File: src/rtl/simon_pkg.sv
// Shared constants, state encoding and button helpers for the Simon game datapath.
package simon_pkg;

  localparam int COLOUR_W  = 2;
  localparam int SEQ_W     = 32;
  localparam int ROUND_W   = 4;
  localparam int MAX_ROUND = 15;

  typedef enum logic [1:0] {
    IDLE         = 2'd0,
    WAIT_PRESS   = 2'd1,
    WAIT_RELEASE = 2'd2,
    DONE         = 2'd3
  } state_t;

  function automatic logic is_onehot4(input logic [3:0] v);
    return (v != 4'd0) && ((v & (v - 4'd1)) == 4'd0);
  endfunction

  function automatic logic [COLOUR_W-1:0] colour_of(input logic [3:0] v);
    logic [COLOUR_W-1:0] c;
    c = 2'd0;
    case (v)
      4'b0010: c = 2'd1;
      4'b0100: c = 2'd2;
      4'b1000: c = 2'd3;
      default: c = 2'd0;
    endcase
    return c;
  endfunction

endpackage

File: src/rtl/btn_debounce.sv
// Two-flop synchroniser plus stability counter for the four colour buttons.
// stable_pulse marks the cycle in which a newly stable level becomes visible on stable_val.
module btn_debounce #(
  parameter int unsigned DEBOUNCE_CYCLES = 16
) (
  input  logic       clk,
  input  logic       rst,
  input  logic       clear,
  input  logic [3:0] btn_in,
  output logic [3:0] stable_val,
  output logic       stable_pulse
);

  localparam int unsigned CNT_W = (DEBOUNCE_CYCLES > 2) ? $clog2(DEBOUNCE_CYCLES) : 1;
  // The cycle that loads a new candidate already counts as its first stable cycle.
  localparam logic [CNT_W-1:0] CNT_LOAD = CNT_W'(DEBOUNCE_CYCLES - 2);

  logic [3:0]       sync1, sync2, cand, held;
  logic [CNT_W-1:0] cnt;

  always_ff @(posedge clk or posedge rst) begin
    if (rst) begin
      sync1 <= 4'd0;
      sync2 <= 4'd0;
      cand  <= 4'd0;
      held  <= 4'd0;
      cnt   <= '0;
    end else begin
      sync1 <= btn_in;
      sync2 <= sync1;
      if (sync2 != cand) begin
        cand <= sync2;
        cnt  <= CNT_LOAD;
      end else if (clear) begin
        cnt <= CNT_LOAD;
      end else if (cnt != '0) begin
        cnt <= cnt - CNT_W'(1);
      end
      // Clearing adopts the current candidate, so a level already present is never reported as new.
      if (clear || stable_pulse)
        held <= cand;
    end
  end

  assign stable_pulse = (cnt == '0) && (sync2 == cand) && (cand != held);
  assign stable_val   = stable_pulse ? cand : held;

endmodule

File: src/rtl/input_state.sv
// Collects round+1 debounced colour presses, packs them LSB-first and hands them to check_state.
// state        | meaning
// IDLE         | waiting for en_input, outputs hold last sequence
// WAIT_PRESS   | waiting for a stable one-hot press, idle timer running
// WAIT_RELEASE | press recorded, waiting for stable all-zero
// DONE         | sequence complete, en_check high this cycle
module input_state
  import simon_pkg::*;
#(
  parameter int unsigned DEBOUNCE_CYCLES = 16,
  parameter logic [31:0] TIMEOUT_CYCLES  = 32'd1000000
) (
  input  logic                clk,
  input  logic                rst_input,
  input  logic                en_input,
  input  logic [3:0]          btn_in,
  input  logic [ROUND_W-1:0]  round_ctr_in,
  output logic [SEQ_W-1:0]    seq_in_check,
  output logic                en_check,
  output logic                press_valid,
  output logic [COLOUR_W-1:0] press_colour,
  output logic                timeout,
  output logic                busy
);

  state_t             state;
  logic [ROUND_W-1:0] idx, n_lat;
  logic [31:0]        timer;
  logic [3:0]         deb_val;
  logic               deb_pulse, deb_clr, press_ok, rel_ok;

  btn_debounce #(.DEBOUNCE_CYCLES(DEBOUNCE_CYCLES)) u_debounce (
    .clk          (clk),
    .rst          (rst_input),
    .clear        (deb_clr),
    .btn_in       (btn_in),
    .stable_val   (deb_val),
    .stable_pulse (deb_pulse)
  );

  assign press_ok = deb_pulse && is_onehot4(deb_val);
  assign rel_ok   = deb_pulse && (deb_val == 4'd0);

  // Restart debouncing on every entry to a collecting state.
  always_comb begin
    deb_clr = 1'b0;
    case (state)
      IDLE:         deb_clr = en_input;
      WAIT_PRESS:   deb_clr = press_ok;
      WAIT_RELEASE: deb_clr = rel_ok && (idx != n_lat);
      default:      deb_clr = 1'b0;
    endcase
  end

  always_ff @(posedge clk or posedge rst_input) begin
    if (rst_input) begin
      state        <= IDLE;
      seq_in_check <= '0;
      idx          <= '0;
      n_lat        <= '0;
      timer        <= '0;
      en_check     <= 1'b0;
      press_valid  <= 1'b0;
      press_colour <= '0;
      timeout      <= 1'b0;
      busy         <= 1'b0;
    end else begin
      en_check    <= 1'b0;
      press_valid <= 1'b0;
      timeout     <= 1'b0;
      case (state)
        IDLE: begin
          if (en_input) begin
            seq_in_check <= '0;
            idx          <= '0;
            timer        <= '0;
            n_lat        <= round_ctr_in;
            busy         <= 1'b1;
            state        <= WAIT_PRESS;
          end
        end
        WAIT_PRESS: begin
          if (press_ok) begin
            seq_in_check[{idx, 1'b0} +: COLOUR_W] <= colour_of(deb_val);
            press_colour <= colour_of(deb_val);
            press_valid  <= 1'b1;
            timer        <= '0;
            state        <= WAIT_RELEASE;
          end else if (timer == TIMEOUT_CYCLES - 32'd1) begin
            timeout <= 1'b1;
            timer   <= '0;
            busy    <= 1'b0;
            state   <= IDLE;
          end else begin
            timer <= timer + 32'd1;
          end
        end
        WAIT_RELEASE: begin
          if (rel_ok) begin
            if (idx == n_lat) begin
              en_check <= 1'b1;
              state    <= DONE;
            end else begin
              idx   <= idx + 4'd1;
              state <= WAIT_PRESS;
            end
          end
        end
        DONE: begin
          busy  <= 1'b0;
          state <= IDLE;
        end
        default: begin
          busy  <= 1'b0;
          state <= IDLE;
        end
      endcase
    end
  end

endmodule

File: config.mk
export PLATFORM = sky130hd
export DESIGN_NAME = input_state
export DESIGN_NICKNAME = d
export VERILOG_FILES = /design/src/rtl/simon_pkg.sv /design/src/rtl/btn_debounce.sv /design/src/rtl/input_state.sv
export SDC_FILE = /design/constraint.sdc
export NUM_CORES = 1
export LEC_CHECK = 0
export CELL_PAD_IN_SITES_DETAIL_PLACEMENT = 2
export CELL_PAD_IN_SITES_GLOBAL_PLACEMENT = 2
export CORE_UTILIZATION = 37
export CTS_BUF_LIST = sky130_fd_sc_hd__clkbuf_4 sky130_fd_sc_hd__clkbuf_8 sky130_fd_sc_hd__clkbuf_16
export DETAILED_ROUTE_END_ITERATION = 12
export GPL_ROUTABILITY_DRIVEN = 0
export PLACE_DENSITY_LB_ADDON = 0.1
export SLEW_MARGIN = 0
export SYNTH_ARGS = -nofsm -noshare
export SYNTH_HDL_FRONTEND = slang
export SYNTH_HIERARCHICAL = 1
export SYNTH_SLANG_ARGS = --single-unit
File: constraint.sdc
create_clock -name clk -period 4.3 [get_ports clk]
set_input_delay 0.645 -clock clk [delete_from_list [all_inputs] [get_ports clk]]
set_output_delay 0.645 -clock clk [all_outputs]
set_load 0.03 [all_outputs]
* After elaboration in Yosys (flattened, before gate mapping)
Cells that the tools add are included.
** Word-level totals
- Memories kept :: 0
- Bits in latches :: 0
- Register bits after elaboration :: 100
- Memory bits (read-only) :: 0
- Output and inout port bits :: 38
- Bits in writable memories :: 0
** Cells by class
- Order comparisons :: 0
- Multiplexer cells :: 37
- Bitwise logic cells :: 1
- Eq/ne operators :: 19
- Reduce and logical (&&, ||, !) cells :: 24
- Div/mod/pow operators :: 0
- Add/sub/neg operators :: 5
- Shift-type cells :: 2
- Multipliers :: 0
** Operators by type and width (number)
- two-way mux 32 bit :: 4
- case mux 32 bit (2 select lines) :: 2
- adder 32 x 1 -> 32 bit, second input constant :: 1
- bitwise mux 32 bit :: 1
- == test 32 x 20 -> 1 bit, second input constant :: 1
- variable shift 2 x 7 -> 32 bit, first input constant :: 1
- variable part select 2 x 7 -> 32 bit :: 1
- two-way mux 4 bit :: 7
- two-way mux 2 bit :: 7
- zero test 4 bit :: 3
- inequality test 2 bit, second input constant :: 6
- inequality test 4 bit :: 3
- two-way mux 1 bit :: 11
- == test 4 bit :: 2
- case mux 2 bit (4 select lines) :: 1
- case mux 4 bit (2 select lines) :: 1
- AND reduction 4 bit :: 2
- nonzero test 4 bit :: 2
- subtractor 4 x 1 -> 4 bit, second input constant :: 2
- negator 5 -> 7 bit :: 1
- logical AND 1 bit :: 6
- case mux 1 bit (3 select lines) :: 2
- case mux 2 bit (3 select lines) :: 1
- AND reduction 2 bit :: 3
- 13 further kinds :: 17

* Depth between registers and ports, before layout
Gate-level depths: netlist (run 1).
- Word-level depth :: 15
- Depth in mapped cells :: 14
- Mapped depth without buffers :: 12

* By module
The synthesis (run 1) kept the hierarchy.
** Modules (own cells, without submodules)
- input_state :: cells an instance 521, seq. area each 2001.9 um^2, area each 4631.9 um^2, times used 1
- btn_debounce :: cells an instance 63, seq. area each 500.5 um^2, area each 827.0 um^2, times used 1

* Worst setup path after synthesis (run 1)
Ideal clock, no wire load.
- Path type :: reg-to-reg
- Start point :: register u_debounce.cand[1]
- End point :: register u_debounce.held[0]
- Stages on the path, launching flop included :: 12
- Data required time :: 4.175 ns
- Arrival time :: 3.178 ns
- Clock period less this slack :: 3.303 ns
- Path slack :: 0.997 ns
- Path buffers :: 1
- Cells stage by stage :: dfrtp_1 > xor2_1 > nor4_2 > nand2_1 > mux2_2 > xor2_1 > o211a_1 > o21bai_1 > clkbuf_1 > o211ai_1 > a21oi_1 > mux2_2
** On the way
- Word-level cells in the longest chain between the ends :: 11
- Elaborated cells on any way between the ends :: 16
** Ends and longest elaborated chain
- start, declared :: RTL line btn_debounce.sv:18 : logic [3:0] sync1, sync2, cand, held;
- start signal, assigned :: RTL line btn_debounce.sv:32 : cand <= sync2;
- == test 4 bit :: RTL line btn_debounce.sv:45 : assign stable_pulse = (cnt == '0) && (sync2 == cand) && (cand != held);
- logical AND 1 bit :: RTL line btn_debounce.sv:45
- logical AND 1 bit * :: RTL line btn_debounce.sv:45
- two-way mux 4 bit * :: RTL line btn_debounce.sv:46 : assign stable_val = stable_pulse ? cand : held;
- via deb_val[3] :: RTL line input_state.sv:29 : logic [3:0] deb_val;
- subtractor 4 x 1 -> 4 bit :: RTL line simon_pkg.sv:17 : return (v != 4'd0) && ((v & (v - 4'd1)) == 4'd0);
- bitwise AND 4 bit :: RTL line simon_pkg.sv:17
- zero test 4 bit :: RTL line simon_pkg.sv:17
- logical AND 1 bit :: RTL line simon_pkg.sv:17
- logical AND 1 bit :: RTL line input_state.sv:41 : assign press_ok = deb_pulse && is_onehot4(deb_val);
- case mux 1 bit (3 select lines) * :: RTL line input_state.sv:47 : case (state)
- via deb_clr :: RTL line input_state.sv:30 : logic deb_pulse, deb_clr, press_ok, rel_ok;
- logical OR 1 bit * :: RTL line btn_debounce.sv:40 : if (clear || stable_pulse)
- end signal, assigned :: RTL line btn_debounce.sv:41 : held <= cand;
- end, declared :: RTL line btn_debounce.sv:18
Mark *: on every way through the listed nets, which the timed path passes. The rest lies on a longest branch.
A chain may end at the register's enable or synchronous reset.

* Worst setup path after layout (run 1)
- Start point :: register u_debounce.cnt[0]
- End point :: register timer[23]
** On the way
- Word-level cells in the longest chain between the ends :: 11
- Elaborated cells on any way between the ends :: 12
** Ends and longest elaborated chain
- start, declared :: RTL line btn_debounce.sv:19 : logic [CNT_W-1:0] cnt;
- start signal, assigned :: RTL line btn_debounce.sv:37 : cnt <= cnt - CNT_W'(1);
- zero test 4 bit * :: RTL line btn_debounce.sv:45
- logical AND 1 bit * (2 in a row) :: RTL line btn_debounce.sv:45
- two-way mux 4 bit * :: RTL line btn_debounce.sv:46
- via deb_val[1] :: RTL line input_state.sv:29
- subtractor 4 x 1 -> 4 bit :: RTL line simon_pkg.sv:17
- bitwise AND 4 bit :: RTL line simon_pkg.sv:17
- zero test 4 bit :: RTL line simon_pkg.sv:17
- logical AND 1 bit * :: RTL line simon_pkg.sv:17
- logical AND 1 bit * :: RTL line input_state.sv:41
- two-way mux 32 bit * :: RTL line input_state.sv:83 : if (press_ok) begin
- case mux 32 bit (2 select lines) * :: RTL line input_state.sv:71 : case (state)
- end signal, assigned :: RTL line input_state.sv:95 : timer <= timer + 32'd1;
- end, declared :: RTL line input_state.sv:28 : logic [31:0] timer;
Marks and branches as above.

==> results of run 1 <==
-- flip-flops by register name, summed over array words and instances, names as in the netlist, 2 cells and up --
signal            cells
timer                32
seq_in_check         32
press_colour          2
n_lat                 4
state                 2
idx                   4
u_debounce/sync1      4
u_debounce/sync2      4
u_debounce/cnt        4
u_debounce/cand       4
u_debounce/held       4
-- stage by stage --
step                hold WS, ns  power (mW)  instances  util [%]  area (um^2)
floorplan                 0.331        1.03        584         -         5460
global placement          0.331        1.05        785      41.9         6060
detailed placement        0.341        1.06        785      41.9         6060
CTS                       0.357        1.92        801      44.0         6370
global route              0.364        1.96        801      44.0         6370
finish                    0.351        1.90        801      44.0         6370
-- per-layer routing --
metal	GRT usage, %	vias up	part of all wire, %
met5	0	-	0
met4	10.5	0	2.2
met3	2.95	28	2.1
met2	45.7	72	54
met1	28.4	2499	42
li1	-	2216	-
-- final timing paths --
| kind | endpoint | from |
|---|---|---|
| max | timer[23]$_DFFE_PP0P_ | u_debounce/cnt[0]$_DFFE_PP0P_ |
| min | u_debounce/sync2[2]$_DFF_PP0_ | u_debounce/sync1[2]$_DFF_PP0_ |
| max reg2reg | timer[23]$_DFFE_PP0P_ | u_debounce/cnt[0]$_DFFE_PP0P_ |
| min reg2reg | u_debounce/sync2[2]$_DFF_PP0_ | u_debounce/sync1[2]$_DFF_PP0_ |
| max in group asynchronous | timer[30]$_DFFE_PP0P_ | rst_input |
| min in group asynchronous | seq_in_check[18]$_DFFE_PP0P_ | rst_input |
-- logic make-up (layout without fill, tap and decap cells) --
kind of cell	count (synthesis)	count (layout)
and+or+nand+nor	231	231
DFF	100	100
adders and majority gates	7	7
muxes	12	12
xor gates and xnor gates	17	17
AOI/OAI and AO/OA	152	152
buffers and inverters	65	98
-- Yosys cell counts, drive strengths merged, types with 13 or more instances --
cell type | number | area (um^2)
dfrtp | 100 | 2500
nand2 | 62 | 233
nor2 | 34 | 128
o21ai | 34 | 170
clkbuf | 33 | 124
inv | 25 | 93.8
a31oi | 23 | 144
nand3 | 22 | 110
nor3 | 18 | 90.1
o2bb2ai | 17 | 149
a22o | 14 | 123
nor4 | 13 | 93.8
-- cell type report --
cell class	count	share of cell area, %
Clock buffer	10	3.65
Clock inverter	6	1.14
Inverter	25	1.49
Multi-Input combinational cell	419	42.2
Sequential cell	100	39.3
Tap cell	184	3.61
Timing Repair Buffer	57	8.60
-- power by group --
group	switching, mW	internal (mW)
Sequential	0.0190	0.954
Clock	0.401	0.465
Combinational	0.0385	0.0240
-- critical path, delay by kind of cell, from the launching register on --
family                     cells  cell delay (ns)
and+or+nand+nor                6             1.78
adders and majority gates      1             0.18
DFF                            1             0.41
buffers and inverters          2             0.41
AOI/OAI and AO/OA              2             0.35
muxes                          1             0.39
==> results by group, run 1 <==
Logic synthesis
  • Ys flop type: dfrtp_1
  • Synth Net Count: 602
  • Sequential share of the synthesized area: 45.8%
  • Post-Synth XOR/XNOR Area: 2.73%
  • Mux cell area share after synthesis: 2.45%
  • Post-Synth Simple-Gate Area: 22.5%
  • Syn Area/Cell: 9.35 um^2
  • Synth async-reset ratio: 100%
  • EDFF count, synth: 0
  • Adder-cell share of the synthesized area: 1.60%
  • Post-synthesis compound-gate area fraction: 19.9%
  • Yosys reg bits: 100
  • Synth Instances: 584
  • Syn. warnings: 6
  • Cell variety after synth: 67
  • Netlist Area Pre-Place: 0.00546 mm^2
  • Main combinational cell family by area after synthesis: simple AND/OR/NAND/NOR gates

CTS
  • Hold_buf cts: 0
  • # Post-CTS Setup Buffers: 0
  • Clock sink total: 100
  • Clock root buffer: clkbuf_16
  • Clock transition at the registers of the reported paths: 0.07 ns
  • Clk buf depth: 2
  • # resized after CTS: 0
  • H-tree depth: 3
  • CTS tree: yes
  • Worst-Skew Late Latency: 0.35 ns
  • Num CTS Buffers: 9

Worst setup path
  • Setup crit end kind: flip-flop
  • Critical path data required time: 4.55 ns
  • CP max stage delay: 0.52 ns
  • Worst setup SP type: flip-flop
  • Crit Path Max Fanout: 19
  • Slowest-stage cell, CP: nor4b_1
  • WS Path Type: reg2reg
  • Setup slack, reg-to-reg: 0.65 ns
  • Arr. time, crit path: 3.89 ns
  • Crit-path cells: inv_1 -> ha_1 -> nand2b_1 -> nor2_1 -> nand2_1 -> mux2_2 -> nor4b_1 -> a21oi_1 -> and2_1 -> buf_4 -> and4_1 -> o22a_1
  • Reg2reg path depth: 12

Detailed routing
  • DR iter-0 viols: 172
  • First-pass DRT Iterations: 4
  • DR DRC count: 0
  • Routed via count: 4815
  • Post-DRT Antenna Nets: 0
  • Vias per inst: 6.01
  • Total routed wirelength: 17500 um
  • Routed len/inst: 21.8 um

Timing
  • Setup TNS: 0 ns
  • Rel. slew slack: 30.0%
  • Clock Skew: 0.00626 ns
  • Crit path time final: 3.65 ns
  • Hold Fails Final Rpt: 0
  • Slew @ Worst Pin: 1.05 ns
  • Setup violators final: 0
  • RSZ-0062 raised after global routing: no
  • Tcrit/Tclk final: 84.8%
  • Setup ws final: 0.655 ns
  • Fmax: 0.274 GHz
  • Fin. max-slew vios: 0

Power
  • Lkg Pwr: 2.62 nW
  • Power density over the cells: 298 mW/mm^2
  • VDD IR max: 0.161 mV

Outcome
  • Status: finished clean

Die
  • Die height: 123 um
  • Starting Density: 37.7%
  • Core ar.: 0.0145 mm^2
  • Boundary Pins: 49
  • Die area: 0.0152 mm^2
  • Num rows: 44
  • Die X: 123 um

Layout
  • Most frequent cells in the layout: 100 x dfrtp_1, 62 x nand2_1, 48 x clkdlybuf4s50_1
  • FF+latch area: 0.00250 mm^2
  • Fillers: 1577
  • Layout cells sized above 1: 7.13%
  • Multi-input logic area: 0.00269 mm^2
  • Final Net Count: 630
  • # diodes: 0
  • Most common cell after layout, fill and taps aside: dfrtp_1
  • Area grow syn2layout: 16.7%

Global route
  • Largest net degree at the start of global routing: 53
  • Global Route Usage Sum: 24.7%
  • Vias in the first global route: 5400
  • Total gr overflow: 0
  • Global-route wire length before repair: 28700 um
  • Initial antenna violation count: 0

Worst hold path
  • Min-delay worst type: reg2reg
  • Hold-critical path depth: 0

Place
  • PortBufs: 48
  • Post-place setup slack: 0.719 ns
  • HPWL after DPL: 12300 um

Run
  • Max Cap Viol: 0
Power figures use the tool's default switching activity.
==> run 2: changes to the inputs <==
--- a/config.mk
+++ b/config.mk
@@ -7,7 +7,7 @@
 export LEC_CHECK = 0
 export CELL_PAD_IN_SITES_DETAIL_PLACEMENT = 2
 export CELL_PAD_IN_SITES_GLOBAL_PLACEMENT = 2
-export CORE_UTILIZATION = 37
+export CORE_UTILIZATION = 33
 export CTS_BUF_LIST = sky130_fd_sc_hd__clkbuf_4 sky130_fd_sc_hd__clkbuf_8 sky130_fd_sc_hd__clkbuf_16
 export DETAILED_ROUTE_END_ITERATION = 12
 export GPL_ROUTABILITY_DRIVEN = 0
==> constraint.sdc (replaced) <==
create_clock -name clk -period 3.3 [get_ports clk]
set_input_delay 0.495 -clock clk [delete_from_list [all_inputs] [get_ports clk]]
set_output_delay 0.495 -clock clk [all_outputs]
set_load 0.03 [all_outputs]
==> results by group, run 2 (synthesis gave the netlist of run 1 again) <==
Detailed routing
  • Routed via count: 4859 (was 4815)
  • Vias per inst: 5.72 (was 6.01)
  • Total routed wirelength: 17300 um (was 17500 um)
  • DR DRC count: 0 (unchanged)
  • Routed len/inst: 20.4 um (was 21.8 um)
  • First-pass DRT Iterations: 4 (unchanged)
  • Post-DRT Antenna Nets: 0 (unchanged)
  • DR iter-0 viols: 221 (was 172)

Global route
  • Vias in the first global route: 5283 (was 5400)
  • Global Route Usage Sum: 21.8% (was 24.7%)
  • Global-route wire length before repair: 28400 um (was 28700 um)
  • Largest net degree at the start of global routing: 39 (was 53)
  • Initial antenna violation count: 0 (unchanged)
  • Total gr overflow: 0 (unchanged)

Layout
  • Post-Layout Cell Count: 850 (was 801)
  • # diodes: 0 (unchanged)
  • FF+latch area: 0.00250 mm^2 (unchanged)
  • Most common cell after layout, fill and taps aside: dfrtp_1 (unchanged)
  • Multi-input logic area: 0.00272 mm^2 (was 0.00269 mm^2)
  • Layout cells sized above 1: 10.9% (was 7.13%)
  • Area grow syn2layout: 20.7% (was 16.7%)
  • Biggest regs: seq_in_check: 32 flops, timer: 32 flops (unchanged)
  • Most frequent cells in the layout: 100 x dfrtp_1, 60 x nand2_1, 48 x clkdlybuf4s50_1 (was 100 x dfrtp_1, 62 x nand2_1, 48 x clkdlybuf4s50_1)
  • Fillers: 1779 (was 1577)
  • Post-route cell area: 0.00659 mm^2 (was 0.00637 mm^2)
  • Final Net Count: 647 (was 630)

Die
  • Core ar.: 0.0160 mm^2 (was 0.0145 mm^2)
  • Boundary Pins: 49 (unchanged)
  • Num rows: 46 (was 44)
  • Die area: 0.0171 mm^2 (was 0.0152 mm^2)
  • Starting Density: 34.1% (was 37.7%)
  • Die X: 131 um (was 123 um)
  • Die height: 131 um (was 123 um)

Place
  • Post-placement cell area: 0.00625 mm^2 (was 0.00606 mm^2)
  • HPWL after DPL: 12400 um (was 12300 um)
  • PortBufs: 48 (unchanged)
  • Dpl cells: 831 (was 785)

CTS
  • Clk buf depth: 2 (unchanged)
  • Num CTS Buffers: 9 (unchanged)
  • Clock transition at the registers of the reported paths: 0.07 ns (about the same)
  • Hold_buf cts: 0 (unchanged)
  • Clock root buffer: clkbuf_16 (unchanged)
  • Clock sink total: 100 (unchanged)
  • Worst-Skew Late Latency: 0.36 ns (was 0.35 ns)
  • CTS tree: yes (unchanged)
  • H-tree depth: 3 (unchanged)

Timing
  • Slew @ Worst Pin: 0.743 ns (was 1.05 ns)
  • Hold Fails Final Rpt: 0 (unchanged)
  • Hold_ws: 0.353 ns (was 0.351 ns)
  • Crit path time final: 3.12 ns (was 3.65 ns)
  • Fin. max-slew vios: 0 (unchanged)
  • Clock Skew: 0.00811 ns (was 0.00626 ns)
  • Setup violators final: 0 (unchanged)
  • Fmax: 0.320 GHz (was 0.274 GHz)
  • Tcrit/Tclk final: 94.7% (was 84.8%)
  • Rel. slew slack: 50.4% (was 30.0%)

Worst setup path
  • WS Path Type: reg2reg (unchanged)
  • Crit Path Max Fanout: 5 (was 19)
  • Reg2reg path depth: 10 (was 12)
  • Setup crit end kind: flip-flop (unchanged)
  • Arr. time, crit path: 3.37 ns (was 3.89 ns)
  • Critical path data required time: 3.54 ns (was 4.55 ns)
  • Worst setup SP type: flip-flop (unchanged)

Worst hold path
  • Hold-critical path depth: 0 (unchanged)
  • Min-delay worst type: reg2reg (unchanged)

Power
  • VDD IR max: 0.239 mV (was 0.161 mV)
  • Power density over the cells: 366 mW/mm^2 (was 298 mW/mm^2)
  • Lkg Pwr: 2.75 nW (was 2.62 nW)

Outcome
  • Status: finished clean (unchanged)

Run
  • Max Cap Viol: 0 (unchanged)
run 2: cell count changes in the layout (fill, tap and decap cells not counted), moves of 3 or more:
cell     change
buf_4       +14
o21ai_0      -5
o21ai_1      +5
buf_12       +3
run 2: area by class of cell:
cell class | count | share of cell area (%)
inverters | 25 | 1.48
flip-flops and latches | 100 | 38.0
repair buffers | 74 | 10.8
well taps | 216 | 4.10
multi-input cells | 419 | 41.3
clock buffers | 10 | 3.53
clock inverters | 6 | 0.816
run 2: power breakdown:
group | switching [mW] | total, mW | internal (mW)
clock | 0.528 | 1.06 | 0.536
combinational | 0.0503 | 0.0838 | 0.0335
sequential | 0.0227 | 1.27 | 1.24
total | 0.601 | 2.41 | 1.81
run 2: final timing paths:
check                           slack (ns)                             end                      startpoint
worst max-delay path                  0.18  u_debounce/held[3]$_DFFE_PP0P_  u_debounce/cand[1]$_DFFE_PP0P_
worst min-delay path                  0.35   u_debounce/sync2[2]$_DFF_PP0_   u_debounce/sync1[2]$_DFF_PP0_
worst max register to register        0.18  u_debounce/held[3]$_DFFE_PP0P_  u_debounce/cand[1]$_DFFE_PP0P_
worst min register to register        0.35   u_debounce/sync2[2]$_DFF_PP0_   u_debounce/sync1[2]$_DFF_PP0_
max in group asynchronous             1.95            timer[3]$_DFFE_PP0P_                       rst_input
min in group asynchronous             0.58              en_check$_DFF_PP0_                       rst_input
run 2: timing repair:
item / 4_1_cts / 5_1_grt
pin swaps: 1 / 1
resized for setup: 2 / 13
buffers inserted: 1 / 2
endpoints found under the setup margin: 5 / 48
run 2: routing by layer:
layer	routed length (um)	track usage (%)	part of all wire, %	vias to the layer above
met5	0	0	0	-
met4	279	6.90	1.6	0
met3	527	3.30	3.0	18
met2	8760	38.5	51	77
met1	7770	27.3	45	2517
li1	-	-	-	2247
run 2: worst max-delay path, cell delays in order (launching register included):
cell,delay (ns)
dfrtp_1,0.44
xor2_1,0.19
nor4_2,0.37
nand2_2,0.16
mux2_2,0.37
xor2_1,0.22
o211a_1,0.26
o21bai_2,0.19
o211ai_1,0.16
a21oi_2,0.27
mux2_2,0.37
run 2: per-stage QoR:
step | setup TNS, ns | setup WS [ns] | power, mW | utilization (%)
5_1_grt | -0.182 | -0.0349 | 2.50 | 41.2
6_report | 0 | 0.176 | 2.41 | 41.2
2_1_floorplan | 0 | 0.0804 | 1.34 | -
4_1_cts | 0 | 0.00914 | 2.46 | 40.9
3_5_place_dp | -0.416 | -0.107 | 1.37 | 39.0
3_3_place_gp | 0 | 0.126 | 1.37 | 39.0
